--- src/rtl/apb_mem_slave.sv ---
// APB3 memory-mapped slave: DEPTH words of DATA_W bits with WAIT access-phase wait states.
// Define APB_MEM_STRB_EN to add the pstrb port and byte-lane writes.
module apb_mem_slave #(
  parameter int DATA_W = 32,
  parameter int ADDR_W = 32,
  parameter int DEPTH  = 16,
  parameter int WAIT   = 0
) (
  input  logic              pclk,
  input  logic              presetn,
  input  logic              psel,
  input  logic              penable,
  input  logic              pwrite,
  input  logic [ADDR_W-1:0] paddr,
  input  logic [DATA_W-1:0] pwdata,
`ifdef APB_MEM_STRB_EN
  input  logic [DATA_W/8-1:0] pstrb,
`endif
  output logic [DATA_W-1:0] prdata,
  output logic              pready,
  output logic              pslverr
);

  localparam int STRB_W = DATA_W / 8;
  localparam int OFF_W  = $clog2(STRB_W);
  localparam int IDX_W  = $clog2(DEPTH);

  typedef enum logic {IDLE, ACCESS} state_t;

  state_t              state_q, state_d;
  logic [3:0]          wcnt_q;
  logic                err_q;
  logic                write_q;
  logic [IDX_W-1:0]    idx_q;
  logic [DATA_W-1:0]   wdata_q;
  logic [STRB_W-1:0]   strb_q;
  logic [DATA_W-1:0]   mem [DEPTH];

  logic [ADDR_W-1:0]   word_idx;
  logic                misaligned;
  logic                out_of_range;
  logic                rd_strb_err;
  logic                setup_err;
  logic [STRB_W-1:0]   strb_in;
  logic                setup;
  logic                access_on;
  logic                mem_we;

`ifdef APB_MEM_STRB_EN
  assign strb_in     = pstrb;
  assign rd_strb_err = (pstrb != '0);
`else
  assign strb_in     = '1;
  assign rd_strb_err = 1'b0;
`endif

  // Address decode happens at the setup phase; the result is held in err_q for the access phase.
  assign word_idx     = paddr >> OFF_W;
  assign misaligned   = (paddr & ADDR_W'(STRB_W - 1)) != '0;
  assign out_of_range = word_idx >= ADDR_W'(DEPTH);
  assign setup_err    = out_of_range | misaligned | (!pwrite & rd_strb_err);

  assign setup     = (state_q == IDLE) && psel && !penable;
  assign access_on = (state_q == ACCESS) && psel && penable;

  assign pready  = access_on && (wcnt_q == 4'd0) && presetn;
  assign pslverr = pready && err_q;
  assign mem_we  = pready && write_q && !err_q;

  always_ff @(posedge pclk) begin
    if (!presetn) state_q <= IDLE;
    else          state_q <= state_d;
  end

  always_comb begin
    state_d = state_q;
    case (state_q)
      IDLE:   if (setup) state_d = ACCESS;
      // Leaving the access phase early (psel or penable dropped) is an abort.
      ACCESS: if (!access_on || (wcnt_q == 4'd0)) state_d = IDLE;
      default: state_d = IDLE;
    endcase
  end

  always_ff @(posedge pclk) begin
    if (!presetn) begin
      wcnt_q  <= 4'd0;
      err_q   <= 1'b0;
      write_q <= 1'b0;
      idx_q   <= '0;
      wdata_q <= '0;
      strb_q  <= '0;
      prdata  <= '0;
    end else if (setup) begin
      wcnt_q  <= 4'(WAIT);
      err_q   <= setup_err;
      write_q <= pwrite;
      idx_q   <= word_idx[IDX_W-1:0];
      wdata_q <= pwdata;
      strb_q  <= strb_in;
      if (!pwrite) prdata <= setup_err ? '0 : mem[word_idx[IDX_W-1:0]];
    end else if (access_on && (wcnt_q != 4'd0)) begin
      wcnt_q <= wcnt_q - 4'd1;
    end
  end

  // Storage is not reset; pready already carries presetn so reset never writes.
  always_ff @(posedge pclk) begin
    if (mem_we) begin
      for (int i = 0; i < STRB_W; i++) begin
        if (strb_q[i]) mem[idx_q][8*i +: 8] <= wdata_q[8*i +: 8];
      end
    end
  end

endmodule
--- config.mk ---
export PLATFORM = sky130hd
export DESIGN_NAME = apb_mem_slave
export DESIGN_NICKNAME = d
export VERILOG_FILES = /design/src/rtl/apb_mem_slave.sv
export SDC_FILE = /design/constraint.sdc
export NUM_CORES = 1
export LEC_CHECK = 0
export CAP_MARGIN = 30
export CORE_MARGIN = 5
export CORE_UTILIZATION = 58
export CTS_BUF_LIST = sky130_fd_sc_hd__clkbuf_8
export DETAILED_ROUTE_END_ITERATION = 6
export MAX_ROUTING_LAYER = met4
export PLACE_DENSITY = 0.77
export SYNTH_ARGS = -nofsm -noshare
export SYNTH_HDL_FRONTEND = slang
export SYNTH_SLANG_ARGS = --single-unit
export TNS_END_PERCENT = 5
--- constraint.sdc ---
create_clock -name pclk -period 8.1 [get_ports pclk]
set_input_delay 1.62 -clock pclk [delete_from_list [all_inputs] [get_ports pclk]]
set_output_delay 1.62 -clock pclk [all_outputs]
set_load 0.05 [all_outputs]
Word-level counts from Yosys, hierarchy flattened
Memory sizes are Yosys's and may differ from the RTL's. Cells that the tools add are included.

Register bits: 76. RAM bits: 512. Input port bits: 69. Output and inout port bits: 34. Memories: 1.

$add $sub $neg: 1. $lt $le $gt $ge: 1. Multiplexer cells: 16. Bitwise logic cells: 4. Reductions and logical operators: 19.

Memory list: mem (depth 16, width 32, read ports 1, clocked after memory_dff 0, wr ports 1, line 37) `logic [DATA_W-1:0] mem [DEPTH];`.

Operators by type and width (count): 32-bit 2-to-1 mux (1); 32-bit nonzero test (1); 30-bit by 5-bit greater-or-equal comparator with 1-bit output (second input constant) (1); 1-bit 2-to-1 mux (14); 1-bit logical AND (10); 4-bit zero test (1); 4-bit nonzero test (1); 4-bit by 1-bit subtractor with 4-bit output (second input constant) (1); 1-bit zero test (3); 1-bit NOT (3); 1-bit case mux with 2 select lines (1); 2-bit AND reduction (1); 2-bit OR reduction (1); 1-bit logical OR (1); 1-bit OR (1).

Logic depth before layout (Yosys ltp)
Depth in word-level cells: 8. Depth in mapped cells: 8.

Worst setup path before layout
OpenSTA, ideal clock, no wires.

Kind: input to register. From: in presetn. To: mem mem[0][0] (enable). Setup time: 0.461 ns. Data arrival time: 4.713 ns. Data required time: 7.639 ns. Setup slack: 2.926 ns. Stages: 5. Buffers on the path: 1. Cells stage by stage: clkbuf_1 nand4_1 nor4_1 nand2b_1 nor3_1.

Word-level cells in the longest chain between the ends: 5.

RTL lines: start, declared (line 10) `input logic presetn,`; 1-bit logical AND (line 66) `assign pready = access_on && (wcnt_q == 4'd0) && presetn;`; 1-bit logical AND (2 in a row) (line 68) `assign mem_we = pready && write_q && !err_q;`; 1-bit 2-to-1 mux (line 109) `if (mem_we) begin`; 1-bit 2-to-1 mux (not written as such) (line 111) `if (strb_q[i]) mem[idx_q][8*i +: 8] <= wdata_q[8*i +: 8];`; end, declared (line 37).

No other way between the ends.

Final worst setup path
From: in presetn. To: out pslverr.

Word-level cells in the longest chain between the ends: 2.

RTL lines: 1-bit logical AND (line 66); 1-bit logical AND (line 67) `assign pslverr = pready && err_q;`; end, declared (line 21) `output logic pslverr`.

No other way between the ends.

==> results.yml <==
routing:
  drt_iter0_drc: 1148
  vias_per_cell: 5.990
  drt-wirelength-per-cell_um: 23.93
  drc_errors: 0
  vias: 12610
  firstDrtPassIters: 5
  ant_nets: 0
  totalWireLength_um: 50380
clock_tree:
  ctsLongestPathBuffers: 3
  cts_tree: "built"
  cts_root_buf: "clkbuf_8"
  cts_hold_buf: 0
  post_cts_buffers: 0
  clkLatencyLatePin_ps: 650
  cts_resized: 0
  cts-buffers-inserted: 90
  path_clk_slew_ps: 60
  clock-sinks: 588
  h-tree-depth: 3
floorplan:
  die_h_um: 208.3
  die_area_mm2: 0.04339
  core_mm2: 0.03874
  rows: 72
  ios: 103
  start_util_pct: 58.88
  die_width_um: 208.3
synth:
  synth_flop_cell: "edfxtp_1"
  synth_cells: 1371
  synth_seq_cells: 588
  synth_edf_count: 512
  yosysWarnings: 0
  syn_avg_cell_area_um2: 16.64
  yosys.area.top_type_share_pct: 67.41
  synth_area_leaders: "edfxtp_1 (67%), dfxtp_1 (6.7%), mux2i_1 (5.6%)"
  yosys.area.top_type: "edfxtp_1"
  synth_seq_area_share_pct: 74.08
  synth_area_mm2: 0.02281
  synthesis.nets: 1442
  ys_types: 42
  async_reset_ff_share_pct: 0
worst_setup_path:
  slowest_stage: "clkdlybuf4s50_1"
  criticalPathCategory: "in -> out"
  worstPathRequired_ps: 6480
  endpoint_kind: "output port"
  path_cells: "buf_2 > buf_4 > nand4_1 > nor2_1 > and2_1 > clkdlybuf4s50_1"
  path_buf_inv: 3
  cp_data_arrival_time_ps: 3640
  critical_path.top_delay_family: "buffers and inverters"
  r2r_slack_ps: 4820
  start_kind: "input port"
  max_stage_delay_ps: 790
  crit_path_max_fanout: 45
placement:
  gp_congestion: 0.7704
  dp_hpwl_um: 26480
  port_buffers: 102
  dp.cells: 1936
status:
  status: "finished clean"
global_route:
  grt_pass1_wl_um: 76680
  antenna_found_initial: 0
  grt_max_degree: 132
  grt_pass1_vias: 13020
  track_usage_pct: 23.80
  overflow: 0
power_and_ir_drop:
  p_leak_nw: 9.581
  p_per_area_mw_per_mm2: 226.7
  ir_drop_mv: 0.1390
  finalPower_mw: 5.960
sta:
  period_needed_ps: 5257
  setup_viol_count_final: 0
  slew_violations: 0
  holdWs_ps: 469.7
  rsz0062_at_grt: "no"
  skew_ps: 19.05
  finalCritPeriodShare_pct: 64.90
  tns_ps: 0
  hold_violations: 0
  fmax_mhz: 190.2
  worst_slew_pin_slew_ps: 916.1
  slew_headroom_pct: 38.78
layout:
  nFillCells: 2543
  area_delta_synth_final_pct: 15.26
  final_nets: 1582
  drive_gt1_share_pct: 19.16
  diodes: 0
  final_cells: 2105
run:
  drv_cap: 0
worst_hold_path:
  min_path_type: "reg -> reg"
==> area by class of cell <==
| class | count | area, um^2 | share of cell area (%) |
|---|---|---|---|
| repair buffers | 133 | 1286 | 4.892 |
| well taps | 518 | 648.1 | 2.465 |
| inverters | 3 | 11.26 | 0.04283 |
| multi-input cells | 695 | 5673 | 21.58 |
| clock inverters | 65 | 357.8 | 1.361 |
| flip-flops and latches | 588 | 16900 | 64.27 |
| clock buffers | 103 | 1418 | 5.392 |
==> sequential cells by signal, indices dropped and copies added, names as in the netlist <==
signal   count
err_q        1
idx_q        4
mem        512
prdata      32
state_q      1
strb_q       1
wcnt_q       4
wdata_q     32
write_q      1
==> report_power, final <==
| group | internal [mW] | leakage, nW | total (mW) | switching [mW] |
|---|---|---|---|---|
| combinational | 0.112 | 2.70 | 0.245 | 0.133 |
| clock | 1.26 | 1.01 | 2.39 | 1.13 |
| sequential | 3.29 | 5.87 | 3.33 | 0.0346 |
| total | 4.67 | 9.58 | 5.96 | 1.29 |
==> worst register-to-register path, delay by kind of cell, from the launching register on <==
kind / cells / cell delay [ps]
fa+ha+maj: 1 / 160
buf+inv: 2 / 630
flops: 1 / 330
simple gates: 4 / 1790
==> worst paths after layout <==
| check | from | to | cells past startpoint |
|---|---|---|---|
| setup reg to reg | wcnt_q[0]$_SDFFE_PP0P_ | mem[3][12]$_DFFE_PP_ | 7 |
| hold reg to reg | prdata[7]$_SDFFE_PN0P_ | prdata[7]$_SDFFE_PN0P_ | 1 |
| hold / removal | prdata[7]$_SDFFE_PN0P_ | prdata[7]$_SDFFE_PN0P_ | 1 |
| setup / recovery | presetn | pslverr | 6 |
==> metal layers <==
layer / share of wire, % / GRT usage [%] / vias to the layer above
met5: 0 / - / -
met4: 2.5 / 7.656 / 0
met3: 7.0 / 4.293 / 107
met2: 50 / 38.27 / 505
met1: 40 / 31.38 / 6363
li1: - / - / 5633
==> cell usage in the layout (no fill, tap or decap), types with 32 or more instances in the layout <==
| cell type | synthesis | layout |
|---|---|---|
| o22ai_1 | 32 | 32 |
| a22o_1 | 32 | 32 |
| clkdlybuf4s50_1 | 0 | 97 |
| nand2_1 | 170 | 169 |
| dfxtp_1 | 76 | 76 |
| a21boi_0 | 38 | 38 |
| edfxtp_1 | 512 | 512 |
| mux2_2 | 93 | 93 |
| mux2i_1 | 128 | 128 |
| clkbuf_8 | 0 | 103 |
==> logic make-up (layout without fill, tap and decap cells) <==
kind of cell / count (synthesis) / after routing / share of synthesized area (%)
xor+xnor: 2 / 2 / 0.07681
compound gates: 205 / 205 / 6.418
fa+ha+maj: 2 / 2 / 0.1097
buf+inv: 88 / 304 / 1.700
flops: 588 / 588 / 74.08
mux: 255 / 255 / 13.42
simple gates: 231 / 231 / 4.202
==> synth_stat cells, types with 2 or more instances <==
| master | count |
|---|---|
| buf_4 | 5 |
| clkbuf_1 | 45 |
| a22o_1 | 32 |
| a32o_1 | 31 |
| nor2b_1 | 2 |
| nor3b_1 | 2 |
| inv_1 | 3 |
| nor4_1 | 8 |
| mux2_1 | 3 |
| and2_1 | 2 |
| mux2_2 | 93 |
| edfxtp_1 | 512 |
| a21boi_0 | 38 |
| o21ai_0 | 31 |
| dfxtp_1 | 76 |
| xnor2_1 | 2 |
| a21oi_1 | 31 |
| nor2_1 | 23 |
| ha_1 | 2 |
| nand3_1 | 3 |
| buf_1 | 9 |
| nand2b_1 | 5 |
| nand3b_1 | 3 |
| mux4_2 | 31 |
| nor3_1 | 8 |
| nand4_1 | 2 |
| o22ai_1 | 32 |
| o21a_1 | 3 |
| mux2i_1 | 128 |
| nand2_1 | 170 |
| buf_2 | 25 |
==> through the flow <==
stage	setup slack (ps)	util [%]	cell area [um^2]
floorplan	2926	-	22810
global placement	2869	63.16	24470
detailed placement	2844	63.21	24490
CTS	2824	67.80	26260
global route	2671	67.87	26290
finish	2843	67.87	26290
Power figures use the tool's default switching activity.
